==> config.mk <==
export PLATFORM = sky130hd
export DESIGN_NAME = pe_inject_sched
export DESIGN_NICKNAME = d
export VERILOG_FILES = /design/src/rtl/pe_inject_sched.sv
export SDC_FILE = /design/constraint.sdc
export NUM_CORES = 1
export LEC_CHECK = 0
export CAP_MARGIN = 20
export CORE_ASPECT_RATIO = 1.4
export CORE_MARGIN = 4
export CORE_UTILIZATION = 54
export CTS_CLUSTER_DIAMETER = 50
export CTS_CLUSTER_SIZE = 24
export DETAILED_ROUTE_END_ITERATION = 8
export GPL_TIMING_DRIVEN = 0
export PLACE_DENSITY = 0.83
export SLEW_MARGIN = 15
export SYNTH_ARGS = -nofsm -noshare
export SYNTH_HDL_FRONTEND = slang
export SYNTH_SLANG_ARGS = --single-unit
==> constraint.sdc <==
create_clock -name clk -period 4.2 [get_ports clk]
set_input_delay 0.84 -clock clk [delete_from_list [all_inputs] [get_ports clk]]
set_output_delay 0.84 -clock clk [all_outputs]
set_load 0.005 [all_outputs]
==> src/rtl/pe_inject_sched.sv <==
// Round-robin injection scheduler: stamps granted payloads with {src, table dst} and queues them for the switch PE port.
// Optional INJ_STALL_CNT_EN adds a saturating PE back-pressure stall counter (stall_clr / stall_cnt).
module pe_inject_sched #(
  parameter int NUM_REQ     = 4,
  parameter int data_width  = 8,
  parameter int x_size      = 2,
  parameter int y_size      = 2,
  parameter int x_coord     = 3,
  parameter int y_coord     = 1,
  parameter int FIFO_DEPTH  = 4,
  parameter int total_width = 2*x_size + 2*y_size + data_width
) (
  input  logic                            clk,
  input  logic                            rstn,
  input  logic [NUM_REQ-1:0]              req_valid,
  input  logic [NUM_REQ*data_width-1:0]   req_data,
  output logic [NUM_REQ-1:0]              req_ready,
  input  logic                            cfg_we,
  input  logic [2:0]                      cfg_idx,
  input  logic [x_size+y_size-1:0]        cfg_dst,
  output logic                            o_valid_pe,
  output logic [total_width-1:0]          o_data_pe,
  input  logic                            i_ready_pe,
  output logic [$clog2(FIFO_DEPTH):0]     fifo_count,
  output logic                            idle
`ifdef INJ_STALL_CNT_EN
  ,
  input  logic                            stall_clr,
  output logic [15:0]                     stall_cnt
`endif
);
  localparam int PW = $clog2(NUM_REQ);
  localparam int AW = $clog2(FIFO_DEPTH);
  localparam int CW = AW + 1;
  localparam int DW = x_size + y_size;

  logic [DW-1:0]          r_tab [NUM_REQ];
  logic [total_width-1:0] r_mem [FIFO_DEPTH];
  logic [AW-1:0]          r_wr;
  logic [AW-1:0]          r_rd;
  logic [CW-1:0]          r_count;
  logic [PW-1:0]          r_ptr;

  logic [NUM_REQ-1:0]     w_grant;
  logic [PW-1:0]          w_gidx;
  logic [PW-1:0]          w_cand;
  logic                   w_full;
  logic                   w_push;
  logic                   w_pop;
  logic [total_width-1:0] w_flit;

  // No fall-through: a full FIFO refuses grants even if the head pops this cycle.
  assign w_full = (r_count == CW'(FIFO_DEPTH));

  always_comb begin
    w_grant = '0;
    w_gidx  = '0;
    w_cand  = '0;
    for (int k = 0; k < NUM_REQ; k++) begin
      w_cand = r_ptr + PW'(k);
      if (rstn && !w_full && (w_grant == '0) && req_valid[w_cand]) begin
        w_grant[w_cand] = 1'b1;
        w_gidx          = w_cand;
      end
    end
  end

  assign req_ready = w_grant;
  assign w_push    = |w_grant;
  assign w_pop     = (r_count != '0) && i_ready_pe;
  assign w_flit    = {req_data[w_gidx*data_width +: data_width],
                      x_size'(x_coord), y_size'(y_coord), r_tab[w_gidx]};

  always_ff @(posedge clk or negedge rstn) begin
    if (!rstn) begin
      r_wr    <= '0;
      r_rd    <= '0;
      r_count <= '0;
      r_ptr   <= '0;
      for (int i = 0; i < FIFO_DEPTH; i++) r_mem[i] <= '0;
      for (int i = 0; i < NUM_REQ; i++)    r_tab[i] <= '0;
    end else begin
      if (w_push) begin
        r_mem[r_wr] <= w_flit;
        r_wr        <= r_wr + AW'(1);
        r_ptr       <= w_gidx + PW'(1);
      end
      if (w_pop) r_rd <= r_rd + AW'(1);
      if (w_push && !w_pop)      r_count <= r_count + CW'(1);
      else if (w_pop && !w_push) r_count <= r_count - CW'(1);
      // Grant above already read the old entry, so a same-cycle write only affects later flits.
      if (cfg_we && (32'(cfg_idx) < NUM_REQ)) r_tab[cfg_idx[PW-1:0]] <= cfg_dst;
    end
  end

  assign o_valid_pe = (r_count != '0);
  assign o_data_pe  = r_mem[r_rd];
  assign fifo_count = r_count;
  assign idle       = (r_count == '0) && !(|req_valid);

`ifdef INJ_STALL_CNT_EN
  logic [15:0] r_stall;
  always_ff @(posedge clk or negedge rstn) begin
    if (!rstn)                                                   r_stall <= '0;
    else if (stall_clr)                                          r_stall <= '0;
    else if (o_valid_pe && !i_ready_pe && (r_stall != 16'hFFFF)) r_stall <= r_stall + 16'd1;
  end
  assign stall_cnt = r_stall;
`endif

endmodule

[Word level (Yosys, flattened, before mapping)]
Cells that the tools add are included.
Cells by class
  add/subtract/negate cells: 8
  $lt $le $gt $ge: 15
  equal/unequal tests: 1
  shifts and indexed selects: 1
  mux-type cells: 38
  bitwise logic cells: 7
  reduce and logical (&&, ||, !) cells: 31
Operators with widths (count)
  bitwise mux 64 bit: 1
  two-way mux 16 bit: 3
  binary-select mux 16 bit (select 2 bit): 1
  demux 16 bit (select 2 bit): 1
  variable part select 32 x 6 -> 8 bit: 1
  two-way mux 4 bit: 7
  logical AND 1 bit: 19
  bitwise mux 16 bit: 1
  >= comparator 3 bit, second input constant: 4
  logical NOT 4 bit: 3
  < comparator 2 x 3 -> 1 bit, second input constant: 4
  NOT 2 -> 3 bit: 4
  OR 4 bit: 3
  adder 2 x 1 -> 2 bit, second input constant: 4
  binary-select mux 1 bit (select 2 bit): 4
  binary-select mux 4 bit (select 2 bit): 1
  demux 1 bit (select 2 bit): 4
  demux 4 bit (select 2 bit): 1
  >= comparator 2 x 1 -> 1 bit, second input constant: 4
  two-way mux 1 bit: 8
  two-way mux 2 bit: 4
  OR reduction 4 bit: 2
  < comparator 3 x 1 -> 1 bit, second input constant: 2
  two-way mux 3 bit: 2
  other kinds (9): 13
Storage, ports and cells
  bits in registers: 89
  input port bits: 47
  output and inout bits: 25
  word-level logic and storage cells: 113

[Longest topological paths before layout]
  word-level depth: 22
  depth in mapped cells: 15
  gate-level depth less buffers: 13

[Least setup slack after synthesis]
Ideal clock, no wire load.
  path type: register to register
  start: reg r_ptr[0]
  end: reg r_count[1] (netlist: fifo_count[1])
  library setup time: 125 ps
  arrival: 3359 ps
  data required time: 4075 ps
  slack: 717 ps
  stages on the path, launching flop included: 13
  buffers on the path: 2
  period minus slack after synthesis: 3483 ps
  cells stage by stage: dfrtp_1 -> buf_6 -> inv_1 -> ha_1 -> mux4_1 -> a32o_2 -> nor3_1 -> a21oi_1 -> clkbuf_1 -> ha_1 -> inv_1 -> fa_1 -> mux2_2
Between the ends
  word-level cells in the longest chain between the ends: 21
  elaborated cells on any way between the ends: 54
  those cells by class: add/sub: 3; order compare: 8; mux: 21; bitwise: 3; reduce/logical: 19
Ends and longest elaborated chain
  start: declaration: line 42  | logic [PW-1:0] r_ptr;
  start signal: assignment: line 86  | r_ptr <= w_gidx + PW'(1);
  < comparator 2 x 3 -> 1 bit (not written as such) or >= comparator 2 x 1 -> 1 bit (tied branches): line 62  | w_grant[w_cand] = 1'b1;
  logical AND 1 bit (not written as such): line 62
  two-way mux 1 bit (not written as such): line 62
  demux 1 bit (select 2 bit): line 62
  two-way mux 4 bit: line 61  | if (rstn && !w_full && (w_grant == '0) && req_valid[w_cand]) begin
  logical NOT 4 bit: line 61
  logical AND 1 bit (2 in series): line 61
  two-way mux 4 bit: line 61
  [... 4 more ...]
  logical NOT 4 bit: line 61
  logical AND 1 bit (2 in series): line 61
  two-way mux 4 bit *: line 61
  OR reduction 4 bit *: line 69  | assign w_push = |w_grant;
  named net w_push: line 48  | logic w_push;
  logical NOT 1 bit: line 90  | else if (w_pop && !w_push) r_count <= r_count - CW'(1);
  logical AND 1 bit: line 90
  nonzero test 2 bit (no source line)
  end signal: assignment: line 89  | if (w_push && !w_pop) r_count <= r_count + CW'(1);
  end signal: assignment: line 90
  end: declaration: line 41  | logic [CW-1:0] r_count;
Mark *: on every way through the listed nets, which the timed path passes. The rest lies on a longest branch. The select of a mux whose other input is x is not followed.
A chain may end at the register's enable or synchronous reset.

[Worst setup path in the final report]
  start: reg r_ptr[0]
  end: out req_ready[0]
Between the ends
  word-level cells in the longest chain between the ends: 17
  elaborated cells on any way between the ends: 48
  those cells by class: add/sub: 3; order compare: 8; mux: 20; bitwise: 3; reduce/logical: 14
Ends and longest elaborated chain
  < comparator 2 x 3 -> 1 bit (not written as such) or >= comparator 2 x 1 -> 1 bit (tied branches): line 62
  logical AND 1 bit (not written as such): line 62
  two-way mux 1 bit (not written as such): line 62
  demux 1 bit (select 2 bit): line 62
  two-way mux 4 bit: line 61
  logical NOT 4 bit: line 61
  logical AND 1 bit (2 in series): line 61
  two-way mux 4 bit: line 61
  logical NOT 4 bit: line 61
  logical AND 1 bit (2 in series): line 61
  two-way mux 4 bit: line 61
  logical NOT 4 bit: line 61
  logical AND 1 bit (2 in series): line 61
  two-way mux 4 bit *: line 61
  end: declaration: line 17  | output logic [NUM_REQ-1:0] req_ready,
Mark *: on every way between the ends. The rest lies on a longest branch, timed or not. The select of a mux whose other input is x is not followed.

==> out/results.tsv <==
stage	metric	value	unit
outcome	outcome	finished clean	
clock_tree	clockBufferDepth	2	
placement	dp_hpwl	7.34	mm
timing	clock_skew	11.5	ps
critical_path	end_kind	primary output	
die	fp.coreArea	7750	um^2
yosys	synth_edf_count	0	
timing	max_freq	0.246	GHz
yosys	synth.net_count	429	
power_and_ir_drop	vdd_drop_max	0.671	mV
worst_hold_path	hold_path.class	input pin to asynchronous set/reset pin	
die	start_util	55.2	%
routing	firstDrtPassIters	5	
timing	final_hold_viol_count	0	
timing	slew_viol_final	0	
critical_path	cpMaxStageDelayCell	or4_4	
timing	setup_viol	0	
timing	period_needed	4070	ps
die	die_x	83.2	um
global_route	grt_pass1_wl	16.7	mm
cells_and_area	diodes	0	
die	io_pins	72	
cells_and_area	layout.nets	519	
clock_tree	cts_root_buf	clkbuf_8	
routing	drtIter0Drc	219	
clock_tree	numCtsBuffers	9	
yosys	ys_top_cells_by_area	dfrtp_1 (45%), mux4_2 (7.9%), mux2_2 (6.1%)	
routing	vias	3329	
global_route	grt_max_degree	65	
cells_and_area	fin_cells	564	
yosys	ys_seq_elements	77	
routing	postRouteAntennaNets	0	
cells_and_area	drive_gt1_share	23.1	%
critical_path	criticalPathCategory	flop to primary output	
critical_path	slowest_delay	510	ps
routing	via_per_inst	5.90	
critical_path	r2r_end	r_mem[40]$_DFFE_PN0P_	
routing	routedWlPerCell	18.2	um
global_route	grt_overflow	0	
cells_and_area	syn2layout_area_growth	27.2	%
placement	io_buffers	70	
flow_run	max_cap_viol_count	0	
global_route	antenna_found_initial	0	
routing	drt_wl_total	10.3	mm
timing	slew_headroom	32.9	%
clock_tree	htree_levels	3	
routing	drc	0	
yosys	synth_warnings	0	
placement	gp_congestion	0.873	
yosys	synthFlopType	dfrtp_1	
cells_and_area	final-seq-area	1930	um^2
critical_path	r2r_slack	540	ps
critical_path	reg2regPathDepth	13	
yosys	yosysSeqAreaShare	45.1	%
die	die_h	113	um
clock_tree	clk_latency	350	ps
critical_path	r2r_start	r_ptr[0]$_DFFE_PN0P_	
yosys	async_reset_ff_share	100	%
power_and_ir_drop	power_leakage	2.44	nW
die	die_area	9430	um^2
timing	fin_crit_sh	97.0	%
critical_path	critPathMaxFanout	9	
clock_tree	hold_buffers	0	
power_and_ir_drop	power_density	870	nW/um^2
yosys	synth_area_per_cell	11.6	um^2
yosys	yosys.area.top_type_share	45.1	%
global_route	grt_pass1_vias	3366	
clock_tree	cts.clk_slew.worst_paths	70	ps
critical_path	cp_cell_sequence	buf_6 > clkinvlp_4 > ha_1 > or4_4 > and2_2 > nor3b_4 > o21a_1 > o21ai_1 > a221o_1 > clkdlybuf4s50_1	
critical_path	worstPathArrival	3230	ps
clock_tree	cts_tree	yes	
placement	placed_cells	540	
yosys	ys_types	55	
yosys	netlist_area	4280	um^2
cells_and_area	multiInputGateArea	2250	um^2
critical_path	cp.required	3360	ps
timing	tightest_slew	992	ps
cells_and_area	fillers	564	
yosys	yosysTopAreaCell	dfrtp_1	
clock_tree	cts.sink_count	77	
yosys	synthCells	369	
die	num_rows	38	
critical_path	start_kind	flop	
cells_and_area	postLayoutCoreUtil	70.2	%
global_route	grt_usage	22.1	%
## state kept, by name, indices dropped and copies added, names as in the netlist
register    cells
fifo_count      3
r_tab          16
r_wr            2
r_mem          52
r_ptr           2
r_rd            2
## critical path: cells and delay by family, from the launching register on
kind | cells | cell delay, ps
compound gates | 3 | 490
fa+ha+maj | 1 | 280
buf+inv | 3 | 770
flops | 1 | 370
simple gates | 3 | 990
## cell usage after synthesis (3+ instances only)
| library cell | n |
|---|---|
| mux2_4 | 8 |
| mux4_2 | 15 |
| nor2_1 | 4 |
| buf_4 | 4 |
| dfrtp_1 | 77 |
| a21oi_1 | 6 |
| and2_2 | 3 |
| inv_1 | 7 |
| o21ai_0 | 5 |
| mux2i_1 | 24 |
| mux2_2 | 23 |
| xnor2_1 | 5 |
| nand2b_1 | 5 |
| o21ai_2 | 8 |
| nand3_1 | 4 |
| o21ai_1 | 41 |
| ha_1 | 12 |
| nand4_1 | 3 |
| clkbuf_1 | 10 |
| nand2_1 | 61 |
## what timing repair did
item                                    4_1_cts  5_1_grt
buffers inserted                              3        5
pin swaps                                     3        3
resized for setup                            15        5
endpoints found under the setup margin        4        3
## worst max-delay path by stage
stage / depth (start not counted) / start / endpoint / slack (ps)
finish: 10 / r_ptr[0]$_DFFE_PN0P_ / req_ready[0] / 130
global route: 10 / r_ptr[0]$_DFFE_PN0P_ / req_ready[0] / -10
CTS: 10 / r_ptr[0]$_DFFE_PN0P_ / req_ready[3] / 50
detailed placement: 8 / req_valid[3] / req_ready[3] / -360
global placement: 7 / rstn / req_ready[0] / -2610
floorplan: 12 / r_ptr[0]$_DFFE_PN0P_ / fifo_count[1]$_DFFE_PN0P_ / 720
## cells by family (layout without fill, tap and decap cells)
| kind of cell | Yosys count | after routing | synth area share (%) |
|---|---|---|---|
| simple gates | 99 | 99 | 11.3 |
| flops | 77 | 77 | 45.1 |
| compound gates | 74 | 74 | 11.1 |
| mux | 72 | 72 | 23.6 |
| buf+inv | 26 | 121 | 3.45 |
| fa+ha+maj | 13 | 13 | 3.98 |
| xor+xnor | 7 | 7 | 1.43 |
| other cells | 1 | 1 | 0.0877 |
## metal layers
metal | routed length, um | track usage, % | vias up
met5 | 0 | 0 | -
met4 | 180 | 8.51 | 0
met3 | 518 | 3.28 | 16
met2 | 5530 | 38.8 | 126
met1 | 4040 | 27.5 | 1675
li1 | - | - | 1512
## metrics by stage
stage	setup WS, ps	hold slack [ps]	TNS [ps]	area (um^2)	power (W)
CTS	45.6	355	0	5390	0.00467
global route	-12.0	372	-12.0	5440	0.00504
global placement	-2610	446	-150960	5100	0.00391
finish	127	361	0	5440	0.00473
detailed placement	-362	461	-1090	5130	0.00400
floorplan	717	429	0	4280	0.00314
## area by class of cell
type,count,share of cell area (%)
Clock inverter,3,0.805
Timing Repair Buffer,79,14.4
Inverter,7,0.552
Buffer,19,2.23
Tap cell,100,2.30
Multi-Input combinational cell,266,41.3
Clock buffer,13,2.92
Sequential cell,77,35.5
## cell usage in the layout (no fill, tap or decap), types with 2 or more instances in the layout
master           instances
inv_1                    6
nand2_1                 61
mux2_2                  23
nor4bb_1                 2
nand2b_1                 5
or3_2                    2
mux4_2                  16
dlygate4sd2_1            4
mux2_4                   8
buf_4                   13
o21ai_0                  4
mux2i_1                 24
o21ai_2                  8
nand4_1                  3
a221o_1                  2
nand3_1                  4
buf_8                    2
and3_2                   2
dfrtp_2                  2
clkbuf_1                12
nor2_1                   4
clkbuf_8                11
ha_1                    11
xnor2_1                  5
and2_2                   3
o21ai_1                 42
clkdlybuf4s50_1         64
nand4b_1                 2
dfrtp_1                 75
a21oi_1                  5
xor2_1                   2
## power by group
group	switching, W	internal [W]	total [W]
Clock	0.000257	0.000308	0.000565
Sequential	0.000186	0.00105	0.00123
Combinational	0.00143	0.00150	0.00293
Total	0.00187	0.00286	0.00473
(Power assumes the default switching activity.)
